## src/rtl/pwm_pkg.sv

```systemverilog
// Shared types and helpers for the multi-channel PWM generator.
package pwm_pkg;

  typedef enum logic {
    EDGE   = 1'b0,
    CENTER = 1'b1
  } count_mode_t;

  localparam int MAX_BUS_W = 1024;
  localparam int MAX_RES_W = 32;

  // Extract channel ch (res bits wide) from a packed duty bus, zero-extended.
  function automatic logic [MAX_RES_W-1:0] duty_slice(
    input logic [MAX_BUS_W-1:0] bus,
    input int                   ch,
    input int                   res
  );
    logic [MAX_BUS_W-1:0] shifted;
    logic [MAX_RES_W-1:0] mask;
    shifted = bus >> (ch * res);
    mask    = (res >= MAX_RES_W) ? '1 : ((MAX_RES_W'(1) << res) - MAX_RES_W'(1));
    return shifted[MAX_RES_W-1:0] & mask;
  endfunction

endpackage

```

## src/rtl/pwm_prescaler.sv

```systemverilog
// Shared clock-enable divider: tick once every prescale+1 cycles while enabled.
module pwm_prescaler #(
  parameter int PRESC_W = 16
) (
  input  logic               clk,
  input  logic               rst,
  input  logic               en,
  input  logic [PRESC_W-1:0] prescale,
  output logic               tick
);

  logic [PRESC_W-1:0] r_presc_cnt;
  logic               w_wrap;

  // prescale is live, so a lowered value must still wrap an already-higher count
  assign w_wrap = (r_presc_cnt >= prescale);
  assign tick   = en && w_wrap;

  always_ff @(posedge clk) begin
    if (rst || !en) begin
      r_presc_cnt <= '0;
    end else if (w_wrap) begin
      r_presc_cnt <= '0;
    end else begin
      r_presc_cnt <= r_presc_cnt + PRESC_W'(1);
    end
  end

endmodule

```

## src/rtl/pwm_multi_gen.sv

```systemverilog
// Multi-channel PWM generator: shared prescaler and period counter, edge or
// centre-aligned counting, shadowed period/mode/duty applied at period boundaries.
module pwm_multi_gen
  import pwm_pkg::*;
#(
  parameter int NCH     = 4,
  parameter int RES     = 8,
  parameter int PRESC_W = 16
) (
  input  logic               clk,
  input  logic               rst,
  input  logic               en,
  input  logic [PRESC_W-1:0] prescale,
  input  logic [RES-1:0]     period,
  input  logic               center_mode,
  input  logic [NCH*RES-1:0] duty,
  input  logic               duty_load,
  output logic [NCH-1:0]     pwm_out,
  output logic               period_tick,
  output logic               load_pending
);

  logic               w_tick;
  logic               w_boundary;
  logic [RES-1:0]     w_cnt_inc;
  logic [NCH-1:0]     w_cmp;

  logic [RES-1:0]     r_cnt;
  logic               r_dir_down;

  logic [RES-1:0]     r_period_sh;
  logic [RES-1:0]     r_period_act;
  count_mode_t        r_mode_sh;
  count_mode_t        r_mode_act;
  logic [NCH*RES-1:0] r_duty_sh;
  logic [NCH*RES-1:0] r_duty_act;
  logic               r_pending;

  logic [NCH-1:0]     r_pwm;
  logic               r_period_tick;

  pwm_prescaler #(
    .PRESC_W (PRESC_W)
  ) u_prescaler (
    .clk      (clk),
    .rst      (rst),
    .en       (en),
    .prescale (prescale),
    .tick     (w_tick)
  );

  assign w_cnt_inc = r_cnt + RES'(1);

  // A boundary is the tick on which the counter returns to 0.
  always_comb begin
    w_boundary = 1'b0;
    if (w_tick) begin
      if (r_period_act == '0) begin
        w_boundary = 1'b1;
      end else if (r_mode_act == EDGE) begin
        w_boundary = (r_cnt >= r_period_act);
      end else begin
        w_boundary = r_dir_down && (r_cnt == RES'(1));
      end
    end
  end

  // ---- stage 0: period counter and direction ----
  always_ff @(posedge clk) begin
    if (rst || !en) begin
      r_cnt      <= '0;
      r_dir_down <= 1'b0;
    end else if (w_tick) begin
      if (w_boundary) begin
        r_cnt      <= '0;
        r_dir_down <= 1'b0;
      end else if (r_mode_act == EDGE) begin
        r_cnt <= w_cnt_inc;
      end else if (!r_dir_down) begin
        r_cnt <= w_cnt_inc;
        if (w_cnt_inc >= r_period_act) begin
          r_dir_down <= 1'b1;
        end
      end else begin
        r_cnt <= r_cnt - RES'(1);
      end
    end
  end

  // ---- shadow / active register bank ----
  always_ff @(posedge clk) begin
    if (rst) begin
      r_period_sh  <= '0;
      r_period_act <= '0;
      r_mode_sh    <= EDGE;
      r_mode_act   <= EDGE;
      r_duty_sh    <= '0;
      r_duty_act   <= '0;
      r_pending    <= 1'b0;
    end else begin
      if (duty_load) begin
        r_period_sh <= period;
        r_mode_sh   <= count_mode_t'(center_mode);
        r_duty_sh   <= duty;
      end
      // While stopped there is no period to protect, so loads go straight through.
      if (!en || w_boundary) begin
        if (duty_load) begin
          r_period_act <= period;
          r_mode_act   <= count_mode_t'(center_mode);
          r_duty_act   <= duty;
        end else if (r_pending) begin
          r_period_act <= r_period_sh;
          r_mode_act   <= r_mode_sh;
          r_duty_act   <= r_duty_sh;
        end
        r_pending <= 1'b0;
      end else if (duty_load) begin
        r_pending <= 1'b1;
      end
    end
  end

  for (genvar g = 0; g < NCH; g++) begin : g_ch
    logic [RES-1:0] w_duty_ch;
    assign w_duty_ch = RES'(duty_slice(MAX_BUS_W'(r_duty_act), g, RES));
    assign w_cmp[g]  = (r_cnt < w_duty_ch);
  end

  // ---- stage 1: registered outputs ----
  always_ff @(posedge clk) begin
    if (rst) begin
      r_pwm         <= '0;
      r_period_tick <= 1'b0;
    end else begin
      r_pwm         <= en ? w_cmp : '0;
      r_period_tick <= w_boundary;
    end
  end

  assign pwm_out      = r_pwm;
  assign period_tick  = r_period_tick;
  assign load_pending = r_pending;

endmodule
```

## config.mk

```make
export PLATFORM = sky130hd
export DESIGN_NAME = pwm_multi_gen
export DESIGN_NICKNAME = d
export VERILOG_FILES = /design/src/rtl/pwm_pkg.sv /design/src/rtl/pwm_prescaler.sv /design/src/rtl/pwm_multi_gen.sv
export SDC_FILE = /design/constraint.sdc
export NUM_CORES = 1
export LEC_CHECK = 0
export CAP_MARGIN = 20
export CORE_UTILIZATION = 30
export CTS_BUF_LIST = sky130_fd_sc_hd__clkbuf_4 sky130_fd_sc_hd__clkbuf_8
export DETAILED_ROUTE_END_ITERATION = 8
export PLACE_DENSITY = 0.53
export SYNTH_ARGS = -nofsm -noshare
export SYNTH_HDL_FRONTEND = slang
export SYNTH_SLANG_ARGS = --single-unit
```

## constraint.sdc

```tcl
create_clock -name clk -period 5 [get_ports clk]
set_input_delay 0.5 -clock clk [delete_from_list [all_inputs] [get_ports clk]]
set_output_delay 0.5 -clock clk [all_outputs]
set_load 0.02 [all_outputs]
```

==> reports/results.txt, run 1 <==
Yosys Warn Count: 0
Yosys cell types: 54
Post-Syn Nets: 756
TritonCTS Buffers: 17
FILL cells: 1,972
Worst hold slack: 0.396 ns
Final hold vios: 0
Ys async rst share: 0%
Power Internal: 0.00178 W
Net switching power: 0.000512 W
Outcome: completed
# rows: 51
Maximum fanout along the worst path: 41
Post-Syn Area: 6030 um2
# DRC: 0
Final setup viols: 0
Clock latency reported for the late side of the worst-skew pair: 0.44 ns
Largest net degree at the start of global routing: 44
Core ar.: 19,600 um2
DP HPWL: 9260 um
Clock Skews: 0.00973 ns
Share of cells above drive strength 1: 12.2%
Dominant cells by area after synthesis: dfxtp_1, ha_1, mux2_4
Total Wirelength: 13,100 um
GRT overflow: 0
Post-CTS Setup Inserts: 0
Clock buffer depth: 2
Pre-antenna DRT Iters: 4
Pwr dens: 309 nW/um2
Synth Flop Type: dfxtp_1
Wirelength per Cell: 13.5 um
DRT iter0 DRCs: 149
Critical Path AT: 3.78 ns
Crit path to: r_period_act[0]
P&R area growth vs syn: 22.7%
Reg-to-Reg Start: r_cnt[0]
Via/cell ratio: 4.50
# hold bufs at CTS: 0
Synth top area share: 37.5%
Sequential area share after synthesis: 37.5%
Crit path launch type: input pin
LEAKAGE: 3.14 nW
Max VDD drop: 0.000164 V
Worst-path clk slew: 0.07 ns
Crit path from: prescale[15]
Clk network pwr share: 45.9%
Avg Cell Area, Syn: 9.56 um2
First-pass GRT wire length: 21,500 um
Final Cycle Share: 69.0%
Rel. slew slack: 47.7%
Combinational share of power: 12.2%
FF-to-FF End: r_period_act[0]
Die span in x: 144 um
Worst setup EP type: flop
Vias in the first global route: 4,442
Antenna viol nets, final: 0
Worst-Margin Slew: 0.784 ns
Ports: 67
RSZ-0062 raised after global routing: false
Nets: 818
Max_cap viols: 0
Min Clock Period, post-route: 3.45 ns
Worst hold path class: input pin to flop
Switch share: 22.4%
Worst reg2reg path depth: 10
Flop-to-flop setup slack: 1.67 ns
GRT Util Overall: 13.5%
GPL Wtd Cong: 0.773
Register bit total from synthesis: 113
DIE HEIGHT: 144 um
Highest Clock Rate: 290 MHz
# diodes: 0
H-tree Lvls: 4
Post_cts resized: 0
CTS tree: done
Slew Viols, Final: 0
Die ar.: 20,700 um2
Initial Util: 30.8%
Yosys top cell by area: dfxtp_1
Vias: 4,369
PortBufs: 66
Clk sinks: 113
Cells after Synth: 631
Worst Path Required: 5.33 ns
Root Buffer: clkbuf_8
Critical path class: input pin to flop
EDFF count, synth: 0
Setup total negative slack: 0 ns
Initial antenna violation count: 0
Post-route core utilization: 37.8%
Sequential power share: 41.9%
area by class of cell:
class,count,area [um2],share of cell area (%)
Inverter,56,210,2.84
Timing Repair Buffer,70,681,9.20
Tap cell,265,332,4.48
Multi-Input combinational cell,435,3430,46.3
Sequential cell,113,2260,30.6
Clock inverter,10,205,2.77
Clock buffer,21,283,3.82
state kept, by name, summed over array words and instances, names as in the netlist:
name	count
r_mode_sh	1
r_cnt	8
u_prescaler.r_presc_cnt	16
r_duty_sh	32
load_pending	1
r_dir_down	1
r_period_sh	8
r_mode_act	1
pwm_out	4
period_tick	1
r_duty_act	32
r_period_act	8
how the worst min path moves through the flow:
stage	from	endpoint	slack, ns	cells past startpoint
2_1_floorplan	u_prescaler.r_presc_cnt[0]	u_prescaler.r_presc_cnt[0]	0.43	1
3_3_place_gp	u_prescaler.r_presc_cnt[0]	u_prescaler.r_presc_cnt[0]	0.46	1
3_5_place_dp	u_prescaler.r_presc_cnt[0]	u_prescaler.r_presc_cnt[0]	0.46	1
4_1_cts	duty_load	load_pending	0.37	3
5_1_grt	duty_load	load_pending	0.38	3
6_report	duty_load	load_pending	0.40	3
critical path, stage by stage:
cell             delay [ns]
clkdlybuf4s50_1        0.45
inv_1                  0.04
ha_1                   0.33
nand4_2                0.14
or4_1                  0.55
o32ai_2                0.34
nor4_1                 0.15
a211oi_4               0.23
buf_4                  0.66
mux2_1                 0.37
metal layers:
metal | vias up | track usage (%) | part of all wire [%]
met4 | 0 | 4.93 | 1.5
met2 | 66 | 23.0 | 49
met3 | 16 | 3.90 | 3.4
li1 | 2282 | - | -
met1 | 2005 | 16.1 | 47
met5 | - | 0 | 0
Yosys cell counts, types with 10 or more instances:
cell type,number
xnor2_1,10
inv_1,56
mux2i_1,42
xor2_1,12
clkbuf_1,16
dfxtp_1,113
o21ai_0,12
mux2_4,40
nor2_1,102
nand2_1,27
a21oi_1,15
nand3_1,13
ha_1,64
cell usage in the layout, fill, tap and decap left out, types with 12 or more instances in the layout:
cell,netlist,routed
dfxtp_1,113,113
nor2_1,102,102
ha_1,64,64
clkdlybuf4s50_1,0,64
inv_1,56,56
mux2i_1,42,42
mux2_4,40,40
nand2_1,27,27
clkbuf_8,0,20
a21oi_1,15,15
nand3_1,13,13
xor2_1,12,12
o21ai_0,12,12
cell families (layout without fill, tap and decap cells):
logic type / after synthesis / count (layout) / synth area share [%]
adder cells (fa/ha/maj): 64 / 64 / 13.3
flip-flops: 113 / 113 / 37.5
XOR/XNOR: 22 / 22 / 3.19
AND/OR/NAND/NOR: 189 / 189 / 14.2
AO/OA/AOI/OAI: 77 / 77 / 9.05
multiplexers: 83 / 83 / 17.1
buffers and inverters: 83 / 157 / 5.66
metrics by stage:
stage / power (W) / setup slack, ns / std cells / instance area [um2]
finish: 0.00229 / 1.55 / 970 / 7400
global route: 0.00239 / 1.42 / 970 / 7400
CTS: 0.00232 / 1.58 / 970 / 7400
detailed placement: 0.00126 / 1.09 / 939 / 6910
global placement: 0.00125 / 1.15 / 939 / 6910
floorplan: 0.00116 / 2.12 / 631 / 6030
power by group through the flow:
| stage | sequential [W] | clock, W | combinational (W) |
|---|---|---|---|
| global placement | 0.000977 | 0 | 0.000273 |
| CTS | 0.000957 | 0.00108 | 0.000284 |
| global route | 0.000961 | 0.00112 | 0.000309 |
| floorplan | 0.000978 | 0 | 0.000185 |
| finish | 0.000957 | 0.00105 | 0.000279 |
| detailed placement | 0.000977 | 0 | 0.000283 |
Note: power is estimated with default switching activity, not from simulation.
==> run 2, diff against run 1 <==
==> constraint.sdc (replaced) <==
create_clock -name clk -period 3.59 [get_ports clk]
set_input_delay 0.359 -clock clk [delete_from_list [all_inputs] [get_ports clk]]
set_output_delay 0.359 -clock clk [all_outputs]
set_load 0.02 [all_outputs]
==> run 2 against run 1 <==
Register-to-register slack worse by 1.0 ns. Sequential cell count stayed put. Total power is 30% higher. Final cell count is 0.52% higher. Clock skew is 0.0026 ns higher. Sequential share of layout area is 0.083 points higher. Die area stayed put. Non-clock buffer count is 5 higher. Routed wire length is 3.4% higher. Worst setup slack worse by 0.93 ns. Combinational power is 42% higher. Critical path type unchanged. Largest cell class unchanged.
==> reports/results.txt, run 2 (synthesis results as in run 1) <==
Final Cycle Share: 82.8%
Setup total negative slack: 0 ns (unchanged)
Vias in the first global route: 4,537 (+2.1%)
GRT overflow: 0 (unchanged)
P&R area growth vs syn: 22.4%
DP Worst Slack: 0.136 ns (-0.958 ns)
GRT Util Overall: 14.1% (+0.61 points)
Clk sinks: 113 (unchanged)
CP delay by family, top: buffers and inverters
Combinational share of power: 13.3% (+1.1 points)
Top Metal Used: met4
WL met2: 6490 um (+2.4%)
Post-CTS Setup Inserts: 0 (unchanged)
Slew Viols, Final: 0 (unchanged)
Buf/Inv on CP: 3 (unchanged)
Outcome: completed
Initial antenna violation count: 0 (unchanged)
Met3 WL: 437 um (-1.4%)
# rows: 51 (unchanged)
# DRC: 0 (unchanged)
Nets: 823 (+0.61%)
Clk network pwr share: 41.9% (-4.0 points)
Worst setup EP type: flop
Clock latency reported for the late side of the worst-skew pair: 0.44 ns (about the same)
Die span in x: 144 um (unchanged)
Core ar.: 19,600 um2 (unchanged)
Worst hold slack: 0.440 ns (+0.0438 ns)
Worst-path clk slew: 0.07 ns (about the same)
Most common cell after layout, fill and taps aside: dfxtp_1
Commonest cells after routing, fill and taps aside: dfxtp_1, nor2_1, ha_1, clkdlybuf4s50_1, inv_1
Flop-to-flop setup slack: 0.66 ns (-1.01 ns)
Cells along the critical path: clkdlybuf4s50_1 > inv_1 > ha_1 > nand4_2 > or4_1 > o32ai_2 > nor4_1 > a211oi_4 > buf_12 > mux2_1
Clock buffer depth: 2 (unchanged)
DRT iter0 DRCs: 208 (+40%)
# diodes: 0 (unchanged)
Root Buffer: clkbuf_8
Max VDD drop: 0.000225 V (+37%)
H-tree Lvls: 4 (unchanged)
Initial Util: 30.8% (unchanged)
Hold Path Depth: 2 (-1)
Worst Path Required: 3.93 ns (-1.40 ns)
Min Clock Period, post-route: 2.97 ns
FF-to-FF End: r_period_act[0]
Wirelength per Cell: 13.9 um (+2.9%)
Pwr dens: 403 nW/um2 (+31%)
Largest regs: r_duty_act (32), r_duty_sh (32), u_prescaler.r_presc_cnt (16)
GPL Wtd Cong: 0.786 (+1.8%)
LEAKAGE: 3.13 nW (-0.21%)
Clock Skews: 0.0123 ns (+0.00256 ns)
Switch share: 24.6% (+2.2 points)
Final setup viols: 0 (unchanged)
PortBufs: 66 (unchanged)
Largest net degree at the start of global routing: 42 (-4.5%)
Rel. slew slack: 53.8% (+6.1 points)
Worst-Margin Slew: 0.692 ns (-0.0929 ns)
Share of cells above drive strength 1: 12.8% (+0.62 points)
Pre-antenna DRT Iters: 4 (unchanged)
Highest Clock Rate: 337 MHz
Placed Cells: 944 (+0.53%)
Sequential power share: 44.8% (+2.9 points)
Post_cts resized: 0 (unchanged)
DP HPWL: 9500 um (+2.7%)
TritonCTS Buffers: 17 (unchanged)
Worst hold start: rst
PnR worst setup slack: 0.619 ns (-0.931 ns)
Via/cell ratio: 4.55 (+1.1%)
Antenna viol nets, final: 0 (unchanged)
DIE HEIGHT: 144 um (unchanged)
FILL cells: 2,004 (+1.6%)
Maximum fanout along the worst path: 41 (unchanged)
Power Internal: 0.00225 W (+26%)
Crit path launch type: input pin
Worst hold path class: input pin to flop
First-pass GRT wire length: 22,400 um (+4.1%)
Critical path class: input pin to flop
Worst reg2reg path depth: 8 (-2)
Reg-to-Reg Start: u_prescaler.r_presc_cnt[13]
Vias: 4,441 (+1.6%)
CP peak stage delay: 0.55 ns (-0.11 ns)
Hold EP: r_duty_sh[28]
Worst path slowest cell: or4_1
RSZ-0062 raised after global routing: false
CTS tree: done
Total Wirelength: 13,500 um (+3.4%)
Final hold vios: 0 (unchanged)
Net switching power: 0.000732 W (+43%)
Post-route insts no fill: 975 (+0.52%)
Ports: 67 (unchanged)
WL met1: 6330 um (+3.8%)
Die ar.: 20,700 um2 (unchanged)
Max_cap viols: 0 (unchanged)
Critical Path AT: 3.31 ns (-0.47 ns)
# hold bufs at CTS: 0 (unchanged)
## run 2: layout make-up
cell class	count	area [um2]	share of cell area, %
clock buffers	23	317	4.29
clock inverters	8	101	1.37
inverters	56	210	2.85
multi-input cells	435	3430	46.4
flip-flops and latches	113	2260	30.7
well taps	265	332	4.49
repair buffers	75	731	9.90
## run 2: how the worst max path moves through the flow
stage | startpoint | end | slack (ns) | cells after the start
floorplan | r_cnt[0] | r_duty_act[0] | 0.81 | 10
global placement | prescale[15] | r_period_act[0] | 0.16 | 10
detailed placement | prescale[15] | r_period_act[0] | 0.14 | 10
CTS | prescale[15] | r_period_act[0] | 0.64 | 10
global route | prescale[13] | r_period_act[0] | 0.51 | 10
finish | prescale[15] | r_period_act[0] | 0.62 | 10
## run 2: layer usage
| metal | track usage (%) | up-vias |
|---|---|---|
| li1 | - | 2280 |
| met1 | 17.2 | 2073 |
| met2 | 23.4 | 70 |
| met3 | 3.70 | 18 |
| met4 | 6.22 | 0 |
| met5 | 0 | - |
## run 2: metrics by stage
stage / util, % / total power (W) / cell area, um2
finish: 37.7 / 0.00298 / 7380
global route: 37.7 / 0.00313 / 7380
CTS: 37.7 / 0.00303 / 7380
detailed placement: 35.5 / 0.00176 / 6960
global placement: 35.5 / 0.00175 / 6960
floorplan: - / 0.00162 / 6030
## run 2: power by group through the flow
stage	clock network, W	logic, W	registers, W
global route	0.00135	0.000438	0.00134
detailed placement	0	0.000400	0.00136
CTS	0.00129	0.000402	0.00133
global placement	0	0.000387	0.00136
finish	0.00125	0.000396	0.00133
floorplan	0	0.000258	0.00136
